`src/rtl/zoom_sequencer.sv`:
```
`default_nettype none
// ============================================================================
// Module      : zoom_sequencer
// Description : Control FSM for the nearest-neighbour zoom scaler. Turns
//               single-cycle zoom requests into a clamped zoom level, runs
//               one scaler pass per accepted level change under a watchdog,
//               and swaps the double-buffered framebuffer on completion.
// Ports       : clk           - single rising-edge clock
//               reset_n       - synchronous active-low reset
//               zoom_in       - one-cycle zoom-in request pulse
//               zoom_out      - one-cycle zoom-out request pulse
//               scaler_done   - scaler end-of-pass pulse
//               scaler_enable - scaler run (low holds scaler cleared)
//               zoom_level    - level presented to the scaler
//               buffer_sel    - framebuffer currently displayed
//               swap_pulse    - one-cycle pulse when buffer_sel toggles
//               busy          - high whenever the FSM is not idle
//               error         - sticky watchdog flag
// Revision    : 1.0 - initial release
// ============================================================================
module zoom_sequencer #(
    parameter int ZOOM_MIN       = 2,
    parameter int ZOOM_MAX       = 4,
    parameter int ZOOM_RESET     = 2,
    parameter int TIMEOUT_CYCLES = 400000
) (
    input  logic       clk,
    input  logic       reset_n,
    input  logic       zoom_in,
    input  logic       zoom_out,
    input  logic       scaler_done,
    output logic       scaler_enable,
    output logic [2:0] zoom_level,
    output logic       buffer_sel,
    output logic       swap_pulse,
    output logic       busy,
    output logic       error
);

    localparam int c_TIMER_W = (TIMEOUT_CYCLES > 1) ? $clog2(TIMEOUT_CYCLES) : 1;

    localparam logic [1:0] c_IDLE  = 2'd0;
    localparam logic [1:0] c_START = 2'd1;
    localparam logic [1:0] c_RUN   = 2'd2;
    localparam logic [1:0] c_SWAP  = 2'd3;

    localparam logic [1:0] c_PEND_NONE = 2'd0;
    localparam logic [1:0] c_PEND_IN   = 2'd1;
    localparam logic [1:0] c_PEND_OUT  = 2'd2;

    localparam logic [2:0] c_LVL_MIN   = 3'(ZOOM_MIN);
    localparam logic [2:0] c_LVL_MAX   = 3'(ZOOM_MAX);
    localparam logic [2:0] c_LVL_RESET = 3'(ZOOM_RESET);

    localparam logic [c_TIMER_W-1:0] c_TIMER_LAST = c_TIMER_W'(TIMEOUT_CYCLES - 1);
    localparam logic [c_TIMER_W-1:0] c_TIMER_SAT  = '1;

    logic [1:0]           r_state;
    logic [1:0]           r_pending;
    logic [2:0]           r_prev_level;
    logic [c_TIMER_W-1:0] r_timer;

    logic       w_req;
    logic [1:0] w_pending_next;
    logic [1:0] w_pending_taken;

    // Exactly one of the two request lines counts as a request; both at
    // once cancel out and leave the slot untouched.
    always_comb begin
        w_req          = zoom_in ^ zoom_out;
        w_pending_next = r_pending;
        if (zoom_in && !zoom_out) begin
            w_pending_next = c_PEND_IN;
        end else if (zoom_out && !zoom_in) begin
            w_pending_next = c_PEND_OUT;
        end
        // When IDLE consumes the slot, a request arriving in that same
        // cycle is newer and takes its place instead of being lost.
        w_pending_taken = w_req ? w_pending_next : c_PEND_NONE;
    end

    always_ff @(posedge clk) begin
        if (!reset_n) begin
            r_state       <= c_START;
            r_pending     <= c_PEND_NONE;
            r_prev_level  <= c_LVL_RESET;
            r_timer       <= '0;
            zoom_level    <= c_LVL_RESET;
            scaler_enable <= 1'b0;
            buffer_sel    <= 1'b0;
            swap_pulse    <= 1'b0;
            busy          <= 1'b1;
            error         <= 1'b0;
        end else begin
            r_pending <= w_pending_next;

            case (r_state)
                c_IDLE: begin
                    busy <= 1'b0;
                    if (r_pending == c_PEND_IN && zoom_level < c_LVL_MAX) begin
                        r_prev_level <= zoom_level;
                        zoom_level   <= zoom_level + 3'd1;
                        r_pending    <= w_pending_taken;
                        error        <= 1'b0;
                        r_state      <= c_START;
                        busy         <= 1'b1;
                    end else if (r_pending == c_PEND_OUT && zoom_level > c_LVL_MIN) begin
                        r_prev_level <= zoom_level;
                        zoom_level   <= zoom_level - 3'd1;
                        r_pending    <= w_pending_taken;
                        error        <= 1'b0;
                        r_state      <= c_START;
                        busy         <= 1'b1;
                    end else if (r_pending != c_PEND_NONE) begin
                        // Clamped request: drop it silently.
                        r_pending <= w_pending_taken;
                    end
                end

                c_START: begin
                    // Level was updated on the previous edge, so it is
                    // already stable when enable rises here.
                    scaler_enable <= 1'b1;
                    r_timer       <= '0;
                    r_state       <= c_RUN;
                    busy          <= 1'b1;
                end

                c_RUN: begin
                    if (r_timer != c_TIMER_SAT) begin
                        r_timer <= r_timer + 1'b1;
                    end
                    if (scaler_done) begin
                        scaler_enable <= 1'b0;
                        swap_pulse    <= 1'b1;
                        buffer_sel    <= ~buffer_sel;
                        r_state       <= c_SWAP;
                        busy          <= 1'b1;
                    end else if (r_timer == c_TIMER_LAST) begin
                        // Abort: restore the level the displayed buffer
                        // was rendered at and skip the swap.
                        scaler_enable <= 1'b0;
                        error         <= 1'b1;
                        zoom_level    <= r_prev_level;
                        r_state       <= c_IDLE;
                        busy          <= 1'b0;
                    end else begin
                        busy <= 1'b1;
                    end
                end

                c_SWAP: begin
                    swap_pulse <= 1'b0;
                    r_state    <= c_IDLE;
                    busy       <= 1'b0;
                end

                default: begin
                    r_state <= c_IDLE;
                    busy    <= 1'b0;
                end
            endcase
        end
    end

endmodule
`default_nettype wire
```
`config.mk`:
```
export PLATFORM = sky130hd
export DESIGN_NAME = zoom_sequencer
export DESIGN_NICKNAME = d
export VERILOG_FILES = /design/src/rtl/zoom_sequencer.sv
export SDC_FILE = /design/constraint.sdc
export NUM_CORES = 1
export LEC_CHECK = 0
export CAP_MARGIN = 20
export CORE_MARGIN = 4
export CORE_UTILIZATION = 45
export CTS_BUF_LIST = sky130_fd_sc_hd__clkbuf_8
export CTS_CLUSTER_SIZE = 20
export DETAILED_ROUTE_END_ITERATION = 7
export GPL_TIMING_DRIVEN = 0
export HOLD_SLACK_MARGIN = 0.1
export MAX_ROUTING_LAYER = met4
export REMOVE_ABC_BUFFERS = 1
export SLEW_MARGIN = 30
export SYNTH_ARGS = -nofsm -noshare
export SYNTH_HDL_FRONTEND = slang
export SYNTH_SLANG_ARGS = --single-unit
```
`constraint.sdc`:
```
create_clock -name clk -period 2.4 [get_ports clk]
set_clock_uncertainty 0.2 [all_clocks]
set_input_delay 0.48 -clock clk [delete_from_list [all_inputs] [get_ports clk]]
set_output_delay 0.48 -clock clk [all_outputs]
set_load 0.1 [all_outputs]
```
# [Yosys cells after proc, flatten, opt, wreduce, memory -nomap -nowiden]
# Cells that the tools add are included.
[word_totals] ff_bits=34 input_bits=5 wordCells=85
[classes] n_addsub=3 order_cmp=2 n_eq_ne=13 mux=36 bitwise_logic=2 reduce_logical=19
[op_table] operator="one-hot mux 19 bit (2 select lines)" n=1
[op_table] operator="2-to-1 mux 2 bit" n=11
[op_table] operator="adder 19 x 1 -> 19 bit, second input constant" n=1
[op_table] operator="equality test 19 bit, second input constant" n=1
[op_table] operator="2-to-1 mux 19 bit" n=1
[op_table] operator="!= test 19 bit, second input constant" n=1
[op_table] operator="2-to-1 mux 3 bit" n=6
[op_table] operator="AND reduction 2 bit" n=6
[op_table] operator="2-to-1 mux 1 bit" n=11
[op_table] operator="nonzero test 2 bit" n=5
[op_table] operator="!= test 2 bit, second input constant" n=4
[op_table] operator="one-hot mux 2 bit (4 select lines)" n=1
[op_table] operator="equality test 2 bit, second input constant" n=3
[op_table] operator="!= test 3 bit, second input constant" n=2
[op_table] operator="one-hot mux 1 bit (2 select lines)" n=3
[op_table] operator="one-hot mux 3 bit (2 select lines)" n=1
[op_table] operator="equality test 2 x 1 -> 1 bit, second input constant" n=2
[op_table] operator="logical AND 1 bit" n=4
[op_table] operator="one-hot mux 1 bit (4 select lines)" n=1
[op_table] operator="AND reduction 4 bit" n=1
[op_table] operator="adder 3 x 1 -> 3 bit, second input constant" n=1
[op_table] operator="> comparator 3 x 2 -> 1 bit, second input constant" n=1
[op_table] operator="less-than comparator 3 bit, second input constant" n=1
[op_table] operator="subtractor 3 x 1 -> 3 bit, second input constant" n=1
[op_table] operator="other kinds (4)" n=5

# [Logic depth before layout (Yosys ltp)]
# Gate-level depths: netlist (run 1).
[depth] depth_word=9 mapped_depth=7

# [Least setup slack after synthesis (run 1)]
# No wires, ideal clock.
[synth_timing] path_type="flip-flop to flip-flop" start="reg zoom_level[1]" end="reg zoom_level[2]" t_arrival_ns=2.185 setup_slack_ns=-0.055 stages_incl_launch_ff=7 path_buffers=1 cell_sequence="dfxtp_1 > a21oi_1 > o31a_1 > nand2b_1 > clkbuf_1 > a221o_1 > a21oi_1"
[synth_between] elab_chain_cells=4 elab_cells_between_ends=11 cone_classes="add/sub: 2; order compare: 2; eq/ne: 1; mux: 3; reduce/logical: 3"
[synth_rtl] element="from (decl)" line="33" text="output logic [2:0] zoom_level,"
[synth_rtl] element="from (signal assigned)" line="88" text="zoom_level <= c_LVL_RESET;"
[synth_rtl] element="from (signal assigned)" line="102" text="zoom_level <= zoom_level + 3'd1;"
[synth_rtl] element="from (signal assigned)" line="109" text="zoom_level <= zoom_level - 3'd1;"
[synth_rtl] element="subtractor 3 x 1 -> 3 bit (tied with other cells)" line="109"
[synth_rtl] element="2-to-1 mux 3 bit (tied with other cells)" line="107" text="end else if (r_pending == c_PEND_OUT && zoom_level > c_LVL_MIN) begin"
[synth_rtl] element="2-to-1 mux 3 bit or != test 3 bit (tied branches)"
[synth_rtl] element="one-hot mux 3 bit (2 select lines) or AND reduction 4 bit (tied branches)"
# Parallel ways exist; a longest one is shown, timed or not. The select of a mux whose other input is x is not followed.
# A chain may end at the register's enable or synchronous reset.

# [Worst setup path after layout (run 1)]
[layout_timing] start="reg zoom_level[0]" end="out zoom_level[0]"
# No word-level cell between the ends.

==> results.cfg, run 1 <==
[worst_setup_path]
cp_top_family = buffers and inverters
worst_reg2reg_startpoint = r_timer[0]$_SDFFE_PN0P_
critPathBufInv = 1
worst_path_largest_cell_delay_ns = 0.89
worstPathMaxFanout = 6
critPathRequiredTime_ns = 1.72
cp-startpoint = zoom_level[0]$_SDFFE_PN0P_
crit_slowest_cell = dlygate4sd2_1
r2r_end = r_timer[6]$_SDFFE_PN0P_
worstSetupEndpoint = zoom_level[0]
worst-setup-path-type = reg2out
critPathCaptureType = output pin
crit_cells = 1
ff2ff_path_depth = 6
rrSetupSlack_ns = 0.1
timing.critical_path.arrival_ns = 1.62
cp_cell_sequence = dlygate4sd2_1
timing.critical_path.from_type = flop

[synthesis]
synth_edf_count = 0
synthMuxAreaShare_pct = 1.131
synthXorXnorAreaFrac_pct = 2.794
synth_simple_gate_area_share_pct = 29.21
combinational_family_with_the_most_area_after_synthesis = simple AND/OR/NAND/NOR gates
synth_compound_area_share_pct = 21.76
seq_area_frac_synth_pct = 36.19
ys_ff_latch = 34
synth_adder_area_share_pct = 3.061
yosys.cell_types.count = 59
yosys_most_used_dff = dfxtp_1
post_synth_arst_share_pct = 0
syn-cell-area_mm2 = 0.001881
synth.avg_cell_area_um2 = 8.509
yosysWarningCount = 0
netlist_instances = 221

[drt]
via_count = 1665
routed_via_density = 5.946
postRouteWirelength_mm = 4.395
drc = 0
drt_iter0_drc = 213
final_antenna_net_count = 0
detail_route.first_pass.iterations = 4
wl_per_cell_um = 15.70

[die]
pin_count = 13
die_area_mm2 = 0.005277
fp-row-count = 23
chip_width_um = 72.65
start_util_pct = 46.68
placeableCoreArea_mm2 = 0.004029
die_height_um = 72.65

[global_routing]
pin_count_of_the_biggest_net_entering_global_routing = 20
via_count_of_the_first_global_routing_pass = 1539
grtUsageTotal_pct = 18.04
grt.overflow.total = 0
grt_first_pass_wirelength_mm = 7.231
antenna_found_initial = 0

[clock_tree]
cts_tree = built
cts-buffers-inserted = 5
clock-root-buffer = clkbuf_8
clock_insertion_delay_worst_skew_ns = 0.29
numClockSinks = 34
max-clock-path-buffers = 2
cts.reportedPaths.clkPinSlew_ns = 0.07
h-tree-depth = 2

[timing]
min_period_over_period_pct = 95.89
max_freq_mhz = 434.5
final_hold_violation_count = 0
total_negative_slack_for_setup_checks_ns = 0
rsz0062_at_grt = false
fin_worst_hold_slack_ns = 0.2565
timing_worst_slew_pin_value_ns = 0.9676
total_of_endpoints_with_negative_setup_slack_in_the_final_report = 0
maxSlewViolCount = 0
slew_headroom_pct = 35.75
min_period_ns = 2.301

[power]
leakage_dissipation_nw = 0.7522
powerDensity_mw_per_mm2 = 613.9
peakVddDrop_uv = 327.8
total_power_w = 0.001299

[final_layout]
layout_common_cells = dfxtp_1, nand2_1, nor2_1, a21oi_1, nand3_1
mostFrequentLayoutCell = dfxtp_1
final_net_count = 238
area.growth.synth_to_final_pct = 12.51
fraction_of_the_core_area_covered_by_cells_at_the_end_of_the_flow_pct = 52.52
fin_cells = 280
layout_cell_share_with_drive_strength_beyond_1_pct = 12.17
num_antenna_cells = 0

[flow_run]
cap_viol_max_count = 0

[placement]
dp_cells = 270
place_hpwl_mm = 3.053
numPortBuffers = 12
routabilityCongestion = 0.8843

[worst_hold_path]
min-delay-path-class = reg2reg
hold-path-cell-count = 2

[run_status]
outcome = complete, no violations
==> per-layer routing <==
layer | up-vias | routed length (um) | global-route usage, %
met1 | 781 | 2102 | 24.43
met4 | 0 | 78 | 5.943
met3 | 11 | 202 | 4.408
met5 | - | 0 | -
met2 | 44 | 2012 | 26.35
li1 | 829 | - | -
==> worst register-to-register path, cell delays in order (launching register included) <==
cell and delay [ns]:
dfxtp_2 0.40, ha_4 0.18, nand2_1 0.13, or4_4 0.63, o2111ai_1 0.25, mux2_2 0.37
nor2_1 0.08
==> report_power, final <==
group	total, W	internal (W)	switching, W
Sequential	0.000595	0.000579	0.0000162
Clock	0.000527	0.000306	0.000221
Combinational	0.000177	0.0000489	0.000128
==> flip-flops by register name, summed over array words and instances, names as in the netlist, 2 cells and up <==
| signal | flops |
|---|---|
| r_timer | 19 |
| r_prev_level | 3 |
| zoom_level | 3 |
| r_pending | 2 |
| r_state | 2 |
==> Yosys cell counts (all sizes together) (2+ instances only) <==
| library cell | n | area [um^2] |
|---|---|---|
| or4 | 3 | 26.27 |
| nand3 | 12 | 60.06 |
| a21oi | 15 | 78.83 |
| clkbuf | 11 | 65.06 |
| and4 | 5 | 46.30 |
| inv | 6 | 22.52 |
| buf | 2 | 18.77 |
| xor2 | 2 | 17.52 |
| a211oi | 5 | 37.54 |
| dfxtp | 34 | 680.7 |
| o211ai | 3 | 22.52 |
| a311oi | 3 | 26.28 |
| nand2 | 28 | 112.6 |
| o41ai | 2 | 17.52 |
| nor2b | 2 | 12.51 |
| a21o | 3 | 22.52 |
| a31oi | 4 | 25.02 |
| nor4 | 4 | 25.02 |
| o21ai | 10 | 61.31 |
| nand2b | 4 | 25.02 |
| nor2 | 19 | 71.32 |
| o2111ai | 2 | 17.52 |
| nand4 | 4 | 40.04 |
| ha | 3 | 37.54 |
| nor3 | 7 | 35.03 |
| xnor2 | 4 | 35.03 |
==> per-stage QoR <==
step	setup WS [ns]	instance area, um^2
floorplan	-0.01487	1797
global placement	-0.4490	1979
detailed placement	-0.4468	1979
CTS	0.01080	2079
global route	0.0008580	2116
finish	0.09864	2116
==> how the worst min path moves through the flow <==
stage                                 startpoint                           end  slack [ns]
CTS                           error$_SDFFE_PN0P_            error$_SDFFE_PN0P_        0.26
detailed placement            error$_SDFFE_PN0P_            error$_SDFFE_PN0P_        0.25
global placement    r_prev_level[2]$_SDFFE_PN0P_  r_prev_level[2]$_SDFFE_PN0P_        0.24
global route                  error$_SDFFE_PN0P_            error$_SDFFE_PN0P_        0.28
finish                        error$_SDFFE_PN0P_            error$_SDFFE_PN0P_        0.26
floorplan           r_prev_level[1]$_SDFFE_PN1P_  r_prev_level[1]$_SDFFE_PN1P_        0.23
==> kinds of logic after synthesis <==
family,after synthesis
simple gates,98
xor+xnor,6
mux,2
compound gates,57
fa+ha+maj,4
flops,34
buf+inv,20
==> area by class of cell <==
type,count,area (um^2)
fillers,375,1913
flip-flops and latches,34,683.2
clock inverters,3,40.04
clock buffers,5,68.82
well taps,50,62.56
repair buffers,14,125.1
multi-input cells,167,1109
inverters,7,27.53
==> timing repair <==
| item | in CTS | in global routing |
|---|---|---|
| setup endpoints to repair | 16 | 9 |
| hold buffers | 0 | 0 |
| setup buffers | 0 | 2 |
| cloned | 0 | 0 |
| gates resized for setup | 9 | 5 |
| pin swaps | 0 | 2 |
Power figures use the tool's default switching activity.
==> run 2, diff against run 1 <==
--- a/config.mk
+++ b/config.mk
@@ -6,16 +6,14 @@
 export NUM_CORES = 1
 export LEC_CHECK = 0
 export CAP_MARGIN = 20
-export CORE_MARGIN = 4
 export CORE_UTILIZATION = 45
 export CTS_BUF_LIST = sky130_fd_sc_hd__clkbuf_8
-export CTS_CLUSTER_SIZE = 20
 export DETAILED_ROUTE_END_ITERATION = 7
 export GPL_TIMING_DRIVEN = 0
 export HOLD_SLACK_MARGIN = 0.1
 export MAX_ROUTING_LAYER = met4
 export REMOVE_ABC_BUFFERS = 1
-export SLEW_MARGIN = 30
+export SLEW_MARGIN = 5
 export SYNTH_ARGS = -nofsm -noshare
 export SYNTH_HDL_FRONTEND = slang
 export SYNTH_SLANG_ARGS = --single-unit
==> results.cfg, run 2 (synthesized netlist as in run 1, its figures left out) <==
[run_status]
outcome = complete, no violations

[drt]
drc = 0
routed_via_density = 6.089
wl_per_cell_um = 15.69
detail_route.first_pass.iterations = 4
drt_iter0_drc = 130
via_count = 1705
postRouteWirelength_mm = 4.394
final_antenna_net_count = 0

[final_layout]
design_area_mm2 = 0.002121
final_net_count = 238
num-fill-cells = 383
num_antenna_cells = 0
layout_common_cells = dfxtp_1, nand2_1, nor2_1, a21oi_1, nand3_1
largest_register_ffs = 19
mostFrequentLayoutCell = dfxtp_1
area.growth.synth_to_final_pct = 12.77
top_register = r_timer
layout_cell_share_with_drive_strength_beyond_1_pct = 11.30
largestRegisters = r_timer: 19 flops, r_prev_level: 3 flops, zoom_level: 3 flops

[timing]
max_freq_mhz = 427.4
min_period_over_period_pct = 97.48
total_of_endpoints_with_negative_setup_slack_in_the_final_report = 0
final_hold_violation_count = 0
final.setup.worst_slack_ns = 0.06052
maxSlewViolCount = 0
timing_worst_slew_pin_value_ns = 0.9625
slew_headroom_pct = 36.09
min_period_ns = 2.339
rsz0062_at_grt = false

[power]
netSwitchingFraction_pct = 27.53
leakage_dissipation_nw = 0.7646
peakVddDrop_uv = 335.9
pwr-share-seq_pct = 46.4
combinationalPowerShare_pct = 13.9
pwr-share-clk_pct = 39.7
intPower_w = 0.0009304
total_switching_power_w = 0.0003535
powerDensity_mw_per_mm2 = 605.4

[placement]
detailedPlace.worstSlack_ns = -0.4840
routabilityCongestion = 0.8504
place_hpwl_mm = 3.017
numPortBuffers = 12
placedInstanceArea_mm2 = 0.001979

[worst_setup_path]
rrSetupSlack_ns = 0.06
timing.critical_path.arrival_ns = 2.32
timing.critical_path.from_type = flop
worst-setup-path-type = reg2reg
critPathCaptureType = flop
worstPathMaxFanout = 5
critPathRequiredTime_ns = 2.38

[global_routing]
grtUsageTotal_pct = 22.87
grt.overflow.total = 0
grt_first_pass_wirelength_mm = 7.327
via_count_of_the_first_global_routing_pass = 1589
antenna_found_initial = 0
pin_count_of_the_biggest_net_entering_global_routing = 20

[clock_tree]
cts_tree = built
cts.reportedPaths.clkPinSlew_ns = 0.07
h-tree-depth = 2
clock_insertion_delay_worst_skew_ns = 0.29
cts_hold_buf = 0
max-clock-path-buffers = 2
cts-buffers-inserted = 5
clock-root-buffer = clkbuf_8
numClockSinks = 34

[die]
chip_width_um = 66.65
die_height_um = 66.65
die_area_mm2 = 0.004442
pin_count = 13
placeableCoreArea_mm2 = 0.004000
start_util_pct = 47.01
fp-row-count = 23

[flow_run]
cap_viol_max_count = 0

[worst_hold_path]
min-delay-path-class = reg2reg
[run 2: worst paths after layout]
path	startpoint	end	depth (start not counted)
setup / recovery	r_timer[1]$_SDFFE_PN0P_	r_timer[14]$_SDFFE_PN0P_	7
hold / removal	error$_SDFFE_PN0P_	error$_SDFFE_PN0P_	2
setup reg to reg	r_timer[1]$_SDFFE_PN0P_	r_timer[14]$_SDFFE_PN0P_	7
hold reg to reg	error$_SDFFE_PN0P_	error$_SDFFE_PN0P_	2
[run 2: stage by stage]
stage / setup TNS [ns] / hold WS (ns) / total power [W] / cells / util, %
after floorplan: -0.01487 / 0.2300 / 0.0007352 / 208 / -
after global placement: -5.028 / 0.2452 / 0.0007859 / 270 / 49.48
after detailed placement: -5.665 / 0.2563 / 0.0007890 / 270 / 49.48
after CTS: 0 / 0.2637 / 0.001291 / 278 / 51.92
after global routing: 0 / 0.2983 / 0.001332 / 280 / 53.02
final: 0 / 0.2559 / 0.001284 / 280 / 53.02
[run 2: repair_timing]
action | 4_1_cts | 5_1_grt
pin swaps | 0 | 2
buffers inserted | 0 | 2
gates resized for setup | 9 | 6
setup endpoints to repair | 17 | 9
gates cloned | 0 | 0
[run 2: per-layer routing]
metal  global-route usage (%)  part of all wire [%]  vias up
li1                         -                     -      829
met1                    29.51                    48      825
met2                    35.10                    45       44
met3                    4.110                   4.9        7
met4                    9.309                   1.7        0
met5                        -                     0        -
[run 2: critical path, stage by stage (launching register included)]
cell	delay, ns
dfxtp_1	0.44
ha_4	0.20
nand2_1	0.13
or4_4	0.63
buf_4	0.18
nor4b_4	0.26
xnor2_1	0.14
nor2_1	0.05
[run 2: layout make-up]
cell class | count | area (um^2) | share of cell area, %
tap | 50 | 62.56 | 2.950
clock inverter | 3 | 37.54 | 1.770
timing repair buffer | 14 | 127.6 | 6.018
clock buffer | 5 | 68.82 | 3.245
sequential | 34 | 681.9 | 32.15
multi-input combinational | 167 | 1115 | 52.57
inverter | 7 | 27.53 | 1.298
[run 2: power groups by stage]
stage	logic (W)	clock network [W]	registers, W
final	0.000178	0.000510	0.000596
after global routing	0.000193	0.000540	0.000598
after CTS	0.000177	0.000519	0.000595
after detailed placement	0.000181	0	0.000608
after global placement	0.000179	0	0.000607
after floorplan	0.0000772	0	0.000658
